## src/rtl/regfile_wb_arbiter_pkg.sv

```systemverilog
// Shared types and constants for the register-file writeback arbiter.
package regfile_wb_arbiter_pkg;

  localparam int unsigned DATA_W   = 32;
  localparam int unsigned ADDR_W   = 5;
  localparam int unsigned NUM_REQ  = 2;
  localparam int unsigned NUM_REGS = 32;

  // Occupancy of a one-entry holding slot.
  typedef enum logic {
    EMPTY = 1'b0,
    FULL  = 1'b1
  } slot_state_e;

  // One pending register-file write.
  typedef struct packed {
    logic [ADDR_W-1:0] addr;
    logic [DATA_W-1:0] data;
  } wr_req_t;

  // One-hot decode of a register address into the pending bitmap.
  function automatic logic [NUM_REGS-1:0] addr_onehot(input logic [ADDR_W-1:0] addr);
    addr_onehot = NUM_REGS'(1) << addr;
  endfunction

endpackage

```

## src/rtl/regfile_wb_arbiter_wb_slot.sv

```systemverilog
// One-entry holding buffer for a writeback requester; reloads in the cycle it is granted.
module wb_slot
  import regfile_wb_arbiter_pkg::*;
(
  input  logic    clk,
  input  logic    rst,
  input  logic    valid_i,
  output logic    ready_c_o,
  input  wr_req_t req_i,
  input  logic    grant_i,
  output logic    full_o,
  output wr_req_t req_o
);

  slot_state_e state_q, state_d;
  wr_req_t     req_q, req_d;
  logic        xfer_c;

  // Ready depends only on occupancy and grant, never on valid_i.
  always_comb begin
    state_d   = state_q;
    req_d     = req_q;
    ready_c_o = (state_q == EMPTY) || grant_i;
    xfer_c    = valid_i && ready_c_o;
    case (state_q)
      EMPTY: begin
        if (xfer_c) begin
          state_d = FULL;
          req_d   = req_i;
        end
      end
      FULL: begin
        if (xfer_c) begin
          req_d = req_i;
        end else if (grant_i) begin
          state_d = EMPTY;
        end
      end
      default: state_d = EMPTY;
    endcase
  end

  // Slot state and payload registers; reset discards any held write.
  always_ff @(posedge clk) begin
    if (rst) begin
      state_q <= EMPTY;
      req_q   <= '0;
    end else begin
      state_q <= state_d;
      req_q   <= req_d;
    end
  end

  assign full_o = (state_q == FULL);
  assign req_o  = req_q;

endmodule

```

## src/rtl/regfile_wb_arbiter.sv

```systemverilog
// Round-robin arbiter sharing the register file write port between ALU and load writeback.
module regfile_wb_arbiter
  import regfile_wb_arbiter_pkg::*;
#(
  parameter int unsigned DATA_W       = regfile_wb_arbiter_pkg::DATA_W,
  parameter int unsigned ADDR_W       = regfile_wb_arbiter_pkg::ADDR_W,
  parameter bit          R0_HARDWIRED = 1'b1
) (
  input  logic              clk,
  input  logic              Reset,
  input  logic              ReqValid0,
  output logic              ReqReady0,
  input  logic [ADDR_W-1:0] ReqAddr0,
  input  logic [DATA_W-1:0] ReqData0,
  input  logic              ReqValid1,
  output logic              ReqReady1,
  input  logic [ADDR_W-1:0] ReqAddr1,
  input  logic [DATA_W-1:0] ReqData1,
  output logic [ADDR_W-1:0] WrtAddress,
  output logic [DATA_W-1:0] DataIn,
  output logic              Wenable,
  output logic [31:0]       Pending
);

  wr_req_t              slot_in  [NUM_REQ];
  wr_req_t              slot_out [NUM_REQ];
  logic [NUM_REQ-1:0]   valid;
  logic [NUM_REQ-1:0]   ready;
  logic [NUM_REQ-1:0]   full;
  logic [NUM_REQ-1:0]   grant;
  wr_req_t              sel;

  logic                 rr_q, rr_d;
  logic [ADDR_W-1:0]    wrt_addr_q, wrt_addr_d;
  logic [DATA_W-1:0]    data_q, data_d;
  logic                 wen_q, wen_d;

  // Requester payload packing.
  always_comb begin
    valid[0]        = ReqValid0;
    valid[1]        = ReqValid1;
    slot_in[0].addr = ReqAddr0;
    slot_in[0].data = ReqData0;
    slot_in[1].addr = ReqAddr1;
    slot_in[1].data = ReqData1;
  end

  wb_slot u_slot0 (
    .clk       (clk),
    .rst       (Reset),
    .valid_i   (valid[0]),
    .ready_c_o (ready[0]),
    .req_i     (slot_in[0]),
    .grant_i   (grant[0]),
    .full_o    (full[0]),
    .req_o     (slot_out[0])
  );

  wb_slot u_slot1 (
    .clk       (clk),
    .rst       (Reset),
    .valid_i   (valid[1]),
    .ready_c_o (ready[1]),
    .req_i     (slot_in[1]),
    .grant_i   (grant[1]),
    .full_o    (full[1]),
    .req_o     (slot_out[1])
  );

  // Grant selection: a lone full slot always wins; a contest goes to rr_q and hands priority to the loser.
  always_comb begin
    grant = '0;
    rr_d  = rr_q;
    if (full[0] && full[1]) begin
      grant[rr_q] = 1'b1;
      rr_d        = ~rr_q;
    end else if (full[0]) begin
      grant[0] = 1'b1;
    end else if (full[1]) begin
      grant[1] = 1'b1;
    end
  end

  // Output stage next value; address/data hold when nothing is granted.
  always_comb begin
    wen_d      = 1'b0;
    wrt_addr_d = wrt_addr_q;
    data_d     = data_q;
    sel        = grant[1] ? slot_out[1] : slot_out[0];
    if (|grant) begin
      wrt_addr_d = sel.addr;
      data_d     = sel.data;
      wen_d      = !(R0_HARDWIRED && (sel.addr == '0));
    end
  end

  // Priority pointer and write-port registers.
  always_ff @(posedge clk) begin
    if (Reset) begin
      rr_q       <= 1'b0;
      wrt_addr_q <= '0;
      data_q     <= '0;
      wen_q      <= 1'b0;
    end else begin
      rr_q       <= rr_d;
      wrt_addr_q <= wrt_addr_d;
      data_q     <= data_d;
      wen_q      <= wen_d;
    end
  end

  // Pending bitmap from state only: held slots plus the write being presented this cycle.
  always_comb begin
    Pending = '0;
    for (int i = 0; i < int'(NUM_REQ); i++) begin
      if (full[i]) begin
        Pending = Pending | addr_onehot(slot_out[i].addr);
      end
    end
    if (wen_q) begin
      Pending = Pending | addr_onehot(wrt_addr_q);
    end
  end

  assign ReqReady0  = ready[0];
  assign ReqReady1  = ready[1];
  assign WrtAddress = wrt_addr_q;
  assign DataIn     = data_q;
  assign Wenable    = wen_q;

  // A hardwired r0 must never see a write strobe.
  a_no_r0_write: assert property (@(posedge clk) disable iff (Reset)
    !(R0_HARDWIRED && wen_q && (wrt_addr_q == '0)));

  // An empty slot always offers ready.
  a_empty_ready: assert property (@(posedge clk) disable iff (Reset)
    (!full[0] -> ready[0]) && (!full[1] -> ready[1]));

endmodule

```

## config.mk

```make
export PLATFORM = sky130hd
export DESIGN_NAME = regfile_wb_arbiter
export DESIGN_NICKNAME = d
export VERILOG_FILES = /design/src/rtl/regfile_wb_arbiter_pkg.sv /design/src/rtl/regfile_wb_arbiter_wb_slot.sv /design/src/rtl/regfile_wb_arbiter.sv
export SDC_FILE = /design/constraint.sdc
export NUM_CORES = 1
export LEC_CHECK = 0
export BUFFER_PORTS_ARGS = -buffer_cell sky130_fd_sc_hd__buf_2
export CAP_MARGIN = 0
export CORE_AREA = 5 5 108 110
export DETAILED_ROUTE_END_ITERATION = 10
export DIE_AREA = 0 0 113 115
export PLACE_DENSITY = 0.77
export SLEW_MARGIN = 5
export SYNTH_ARGS = -nofsm -noshare
export SYNTH_HDL_FRONTEND = slang
export SYNTH_SLANG_ARGS = --single-unit
```

## constraint.sdc

```tcl
create_clock -name clk -period 1.7 [get_ports clk]
set_input_delay 0.17 -clock clk [delete_from_list [all_inputs] [get_ports clk]]
set_output_delay 0.17 -clock clk [all_outputs]
set_load 0.02 [all_outputs]
```

==> impl_metrics.yaml, run 1 <==
placement:
  gp_congestion: 0.9177
  placed_area_sq_um: 6072
  io_buffer_count: 149
  numPlacedInstances: 935
  place_hpwl_microns: 10860
  post-place-ws_ns: 0.1877
cts:
  clock_latency_ns: 0.51
  cts-root-buf: "clkbuf_8"
  cts_tree: "yes"
  clock_sinks: 115
  cts_buffers: 17
  path_clk_slew_ns: 0.06
  h-tree-depth: 4
  cts_buffer_depth: 2
sta:
  slew_viol_final: 0
  period_share_pct: 111.8
  fin_skew_ns: 0.006178
  fmax_mhz: 526.0
  hold_viol_final: 0
  rsz0062_at_grt: "true"
  fin_crit_ns: 1.901
  fin_hold_ws_ns: 0.04353
  finalSetupViolations: 32
  fin_ws_ns: -0.2010
  slew_headroom_pct: 69.46
  tightest_slew_ns: 0.4582
yosys:
  synthTopCellsByArea: "dfxtp_1 44%, nand2_1 18%, mux2i_1 6.9%"
  synth_top_family_by_area: "simple AND/OR/NAND/NOR gates"
  synth_seq_cells: 115
  async_flop_share_pct: 0
  ys_types: 37
  synth-simple-area-share_pct: 24.61
  synth-edff-count: 0
  synthMuxAreaShare_pct: 7.145
  netlist_instances: 664
  syn_area_per_cell_sq_um: 7.833
  syn_nets: 742
  yosysTopAreaCell: "dfxtp_1"
  netlist.area_leader.share_pct: 44.26
  ys.flop_type: "dfxtp_1"
  synth_xor_area_share_pct: 0
  synth_fa_ha_area_share_pct: 0
  ys_warn_count: 0
  synth_common_cells: "251 x nand2_1, 115 x dfxtp_1, 71 x a21oi_1"
  synth_compound_area_share_pct: 17.32
  synth_most_common_cell: "nand2_1"
  seq_area_frac_synth_pct: 44.26
  syn-cell-area_sq_um: 5201
detailed_routing:
  wirelength_microns: 18990
  via_count: 5869
  wl_per_cell_microns: 17.80
  drc: 0
  first_iter_violations: 506
  detail_route.first_pass.iterations: 6
  vias_per_cell: 5.500
  route.antenna.remaining_nets: 0
worst_setup_path:
  path_cells: "nand2b_4 -> nor2_4 -> a222oi_1 -> inv_1 -> buf_6"
  worstPathArrival_ns: 1.73
  cp_num_buf_inv: 2
  r2r.worst_path.cells: 4
  path_delay_family: "compound AO/OA/AOI/OAI gates"
  critPathLaunchType: "flop"
  worstPathMaxFanout: 4
  worst_setup_path_end_kind: "primary output"
  critPathRequiredTime_ns: 1.53
  critical_path_class: "flop to primary output"
  cpPeakStageDelay_ns: 0.41
  slowest_stage: "a222oi_1"
  cp.depth: 5
run_status:
  outcome: "finished with violations"
  violations: "setup timing"
flow_run:
  drv_cap: 0
die:
  initial_core_util_pct: 49.06
  die_w_microns: 113
  die_area_sq_um: 13000
  core_area_sq_um: 10600
  rows: 38
  dieHeight_microns: 115
  io_pins: 150
pwr:
  power.static_leakage_nw: 3.790
  power.share.clock_pct: 47.7
  peakVddDrop_v: 0.0007835
  seq_power_share_pct: 37.9
  p_sw_w: 0.002031
  comb_power_share_pct: 14.4
  intPower_w: 0.005752
  sw_frac_of_total_pct: 26.10
  p_per_area_nw_per_um2: 929.8
cells_and_area:
  stdcell_count: 1067
  fin_area_sq_um: 8371
  fillers: 671
  area_growth_pct: 60.93
  drive_above_1_share_pct: 36.29
  nets: 991
  multi_input_area_sq_um: 3018
  regArea_sq_um: 2365
  final_core_util_pct: 78.95
grt:
  grt_overflow: 0
  grt_pass1_vias: 5943
  antenna_found_initial: 0
  grtUsageTotal_pct: 28.33
  grt_max_degree: 69
  grt_first_pass_wirelength_microns: 29320
hold_path:
  hp-class: "primary input to flop"
  min_path_cells: 2
-- power by group through the flow --
stage	sequential [W]	clock [W]	combinational, W
finish	0.00295	0.00371	0.00112
global route	0.00297	0.00389	0.00119
CTS	0.00295	0.00375	0.00105
detailed placement	0.00300	0	0.000801
global placement	0.00299	0	0.000785
floorplan	0.00301	0	0.000486
-- cell families (layout without fill, tap and decap cells) --
logic type / Yosys count / in the layout
and+or+nand+nor: 312 / 312
buffers and inverters: 48 / 310
DFF: 115 / 115
other: 0 / 1
AOI/OAI and AO/OA: 152 / 152
muxes: 37 / 37
-- cell type report --
type | instances | area share, %
Multi-Input combinational cell | 501 | 36.05
Sequential cell | 115 | 28.25
Timing Repair Buffer | 273 | 25.92
Clock buffer | 18 | 4.993
Clock inverter | 14 | 2.436
Tap cell | 140 | 2.093
Inverter | 5 | 0.2242
Antenna cell | 1 | 0.02990
-- stage by stage --
step	power, W	setup TNS, ns
finish	0.007783	-2.820
floorplan	0.003497	0
global placement	0.003771	0
detailed placement	0.003796	0
CTS	0.007748	-1.292
global route	0.008047	-5.455
-- cells in the final DEF (no fill, tap or decap), types with 2 or more instances in the layout --
master / synthesis / routed
a21oi_1: 71 / 71
a21oi_2: 7 / 7
a22oi_1: 22 / 5
a22oi_2: 0 / 17
a32oi_1: 8 / 7
and2_4: 1 / 3
buf_12: 4 / 8
buf_2: 9 / 122
buf_4: 5 / 32
buf_6: 5 / 34
bufinv_16: 0 / 4
clkbuf_16: 0 / 16
clkinv_4: 0 / 4
clkinvlp_4: 0 / 2
dfxtp_1: 115 / 97
dfxtp_2: 0 / 2
dfxtp_4: 0 / 16
dlygate4sd3_1: 0 / 76
inv_1: 4 / 3
inv_2: 1 / 2
inv_6: 0 / 2
mux2i_1: 36 / 36
nand2_1: 251 / 243
nand2_2: 2 / 6
nand2_4: 0 / 4
nand2b_4: 0 / 8
nand3_1: 4 / 3
nand3_2: 1 / 2
nor2_1: 25 / 4
nor2_2: 0 / 3
nor2_4: 0 / 18
nor2b_4: 0 / 7
nor3_4: 1 / 5
nor4_1: 2 / 2
o211ai_1: 2 / 2
o21ai_0: 6 / 6
o21ai_1: 30 / 30
-- repair_timing --
action	4_1_cts	5_1_grt
setup endpoints to repair	32	32
endpoints found under the hold margin	76	0
hold buffers	76	0
resized for setup	181	25
pin swaps	35	24
setup buffers	20	6
-- worst paths after layout --
check,slack [ns],startpoint,end
setup / recovery,-0.20,u_slot1.req_o[36]$_SDFFE_PP0P_,Pending[15]
hold / removal,0.04,Reset,u_slot1.req_o[32]$_SDFFE_PP0P_
setup reg to reg,0.14,rr_q$_SDFFE_PP0P_,u_slot1.req_o[29]$_SDFFE_PP0P_
hold reg to reg,0.45,DataIn[3]$_SDFFE_PP0N_,DataIn[3]$_SDFFE_PP0N_
-- layer usage --
layer	track usage [%]	vias to the layer above	part of all wire, %
li1	-	2724	-
met3	7.737	72	8.5
met1	31.76	2752	37
met4	13.14	0	3.3
met2	50.16	321	51
met5	0	-	0
-- state kept, by name (all words and copies together), names as in the netlist --
signal and flops:
DataIn 32, Wenable 1, WrtAddress 5, rr_q 1, u_slot0.full_o 1, u_slot0.req_o 37
u_slot1.full_o 1, u_slot1.req_o 37
-- worst register-to-register path, cell delays in order, from the launching register on --
cell,delay [ns]
dfxtp_1,0.48
nand3b_4,0.22
and2_4,0.44
nand2_1,0.17
a21oi_1,0.17
Note: power is estimated with default switching activity, not from simulation.
==> run 2, diff against run 1 <==
CELL_PAD_IN_SITES_DETAIL_PLACEMENT = 0   (was unset)
CELL_PAD_IN_SITES_GLOBAL_PLACEMENT = 1   (was unset)
CORE_AREA = 5 5 125 127   (was 5 5 108 110)
CTS_CLUSTER_DIAMETER = 120   (was unset)
DIE_AREA = 0 0 130 132   (was 0 0 113 115)
PLACE_DENSITY = unset   (was 0.77)
PLACE_DENSITY_LB_ADDON = 0.1   (was unset)
==> run 2 against run 1 <==
Net effect:
- the run still ends with setup timing left
- critical path type unchanged
- via count decreased by 8.4%
- register-to-register slack improved by 0.03 ns
- largest cell class unchanged
- critical path depth unchanged
- die area increased by 32%
- critical endpoint is now Pending[0]
- total power decreased by 7.8%
- first-iteration DRC count decreased by 33%
==> impl_metrics.yaml, run 2 (synthesis gave the netlist of run 1 again) <==
run_status:
  violations: "setup timing"
  outcome: "finished with violations"
cells_and_area:
  area_growth_pct: 52.95
  fin_area_sq_um: 7955
  final_cell_mix: "242 x nand2_1, 130 x buf_2, 97 x dfxtp_1, 71 x a21oi_1, 58 x dlygate4sd3_1"
  fillers: 1346
  drive_above_1_share_pct: 35.41
  multi_input_area_sq_um: 2974
  nets: 967
  regArea_sq_um: 2362
  mostFrequentLayoutCell: "nand2_1"
placement:
  post-place-ws_ns: 0.1766
  io_buffer_count: 149
  gp_congestion: 0.8749
  place_hpwl_microns: 11700
  placed_area_sq_um: 6167
detailed_routing:
  first_iter_violations: 338
  route.antenna.remaining_nets: 0
  wl_per_cell_microns: 16.04
  detail_route.first_pass.iterations: 5
  wirelength_microns: 17370
  vias_per_cell: 4.966
  drc: 0
  via_count: 5378
sta:
  fin_ws_ns: -0.02955
  fmax_mhz: 578.2
  rsz0062_at_grt: "true"
  slew_headroom_pct: 67.82
  tightest_slew_ns: 0.4826
  finalSetupViolations: 8
  fin_skew_ns: 0.009324
  fin_crit_ns: 1.730
  period_share_pct: 101.7
  hold_viol_final: 0
  slew_viol_final: 0
cts:
  clock_sinks: 115
  cts_buffer_depth: 2
  cts_buffers: 17
  h-tree-depth: 4
  clock_latency_ns: 0.41
  path_clk_slew_ns: 0.05
  cts_tree: "yes"
  cts-root-buf: "clkbuf_16"
worst_setup_path:
  worst_setup_path_end_kind: "primary output"
  critical_path_class: "flop to primary output"
  crit_path_start: "u_slot1.req_o[36]$_SDFFE_PP0P_"
  critPathLaunchType: "flop"
  worstPathMaxFanout: 4
  worstPathArrival_ns: 1.56
  critPathRequiredTime_ns: 1.53
  r2r-start: "u_slot0.full_o$_SDFF_PP0_"
grt:
  grtUsageTotal_pct: 20.18
  antenna_found_initial: 1
  grt_max_degree: 44
  grt_first_pass_wirelength_microns: 27480
  grt_overflow: 0
  grt_pass1_vias: 5422
die:
  die_w_microns: 130
  dieHeight_microns: 132
  io_pins: 150
  core_area_sq_um: 14310
  initial_core_util_pct: 36.34
  die_area_sq_um: 17160
  rows: 44
pwr:
  power.static_leakage_nw: 3.574
  p_per_area_nw_per_um2: 902.2
  peakVddDrop_v: 0.0006902
hold_path:
  hp-class: "primary input to flop"
  holdCritStartpoint: "ReqAddr1[0]"
flow_run:
  drv_cap: 0
==> run 2: changes by cell type in the layout (fill, tap and decap cells not counted), sizes merged <==
cell	delta
buf	-6
dlygate4sd3	-18
bufinv	-3
clkinv	-2
clkbuf	+5
clkinvlp	-1
inv	-3
==> run 2: through the flow <==
step           TNS (ns)  util (%)  hold WS (ns)  total power, W  std cells
6_report        -0.1255     55.58       0.01393        0.007177       1083
2_1_floorplan         0         -        0.2995        0.003497        664
3_5_place_dp          0     43.09        0.4178        0.003821        986
3_3_place_gp          0     43.09        0.4112        0.003809        986
5_1_grt          -1.802     55.58      0.005830        0.007492       1083
4_1_cts        -0.06554     53.19     0.0003307        0.007199       1079
==> run 2: final timing paths <==
path	endpoint	slack, ns	cells after the start
max	Pending[0]	-0.03	5
min	u_slot1.req_o[32]$_SDFFE_PP0P_	0.01	3
max reg2reg	DataIn[26]$_SDFFE_PP0N_	0.17	6
min reg2reg	DataIn[5]$_SDFFE_PP0N_	0.45	2
==> run 2: cell type report <==
type,instances,share of cell area (%)
multi-input cells,501,37.39
flip-flops and latches,115,29.69
repair buffers,249,23.17
clock buffers,23,5.882
well taps,184,2.894
clock inverters,5,0.7078
inverters,5,0.2359
diodes,1,0.03146
==> run 2: where the power goes <==
group	switching, W	internal, W
combinational	0.000553	0.000465
sequential	0.000119	0.00283
clock	0.00116	0.00204
==> run 2: per-layer routing <==
metal  global-route usage [%]  vias up  wire length, microns  share of wire [%]
met5                        0        -                     0                  0
met4                    6.986        0                   319                1.8
met3                    5.551       26                  1029                5.9
met2                    32.52      147                  8247                 47
met1                    25.90     2528                  7772                 45
li1                         -     2677                     -                  -
==> run 2: worst max-delay path, stage by stage (launching register included) <==
cell      delay, ns
dfxtp_4        0.36
nand2b_4       0.18
nor3_2         0.25
a22oi_1        0.14
nand2_1        0.09
buf_4          0.13
==> run 2: what timing repair did <==
action,in CTS,in global routing
setup endpoints to repair,32,32
hold buffers,58,0
hold endpoints to repair,58,0
pin swaps,7,27
gates resized for setup,98,79
setup buffers,7,4
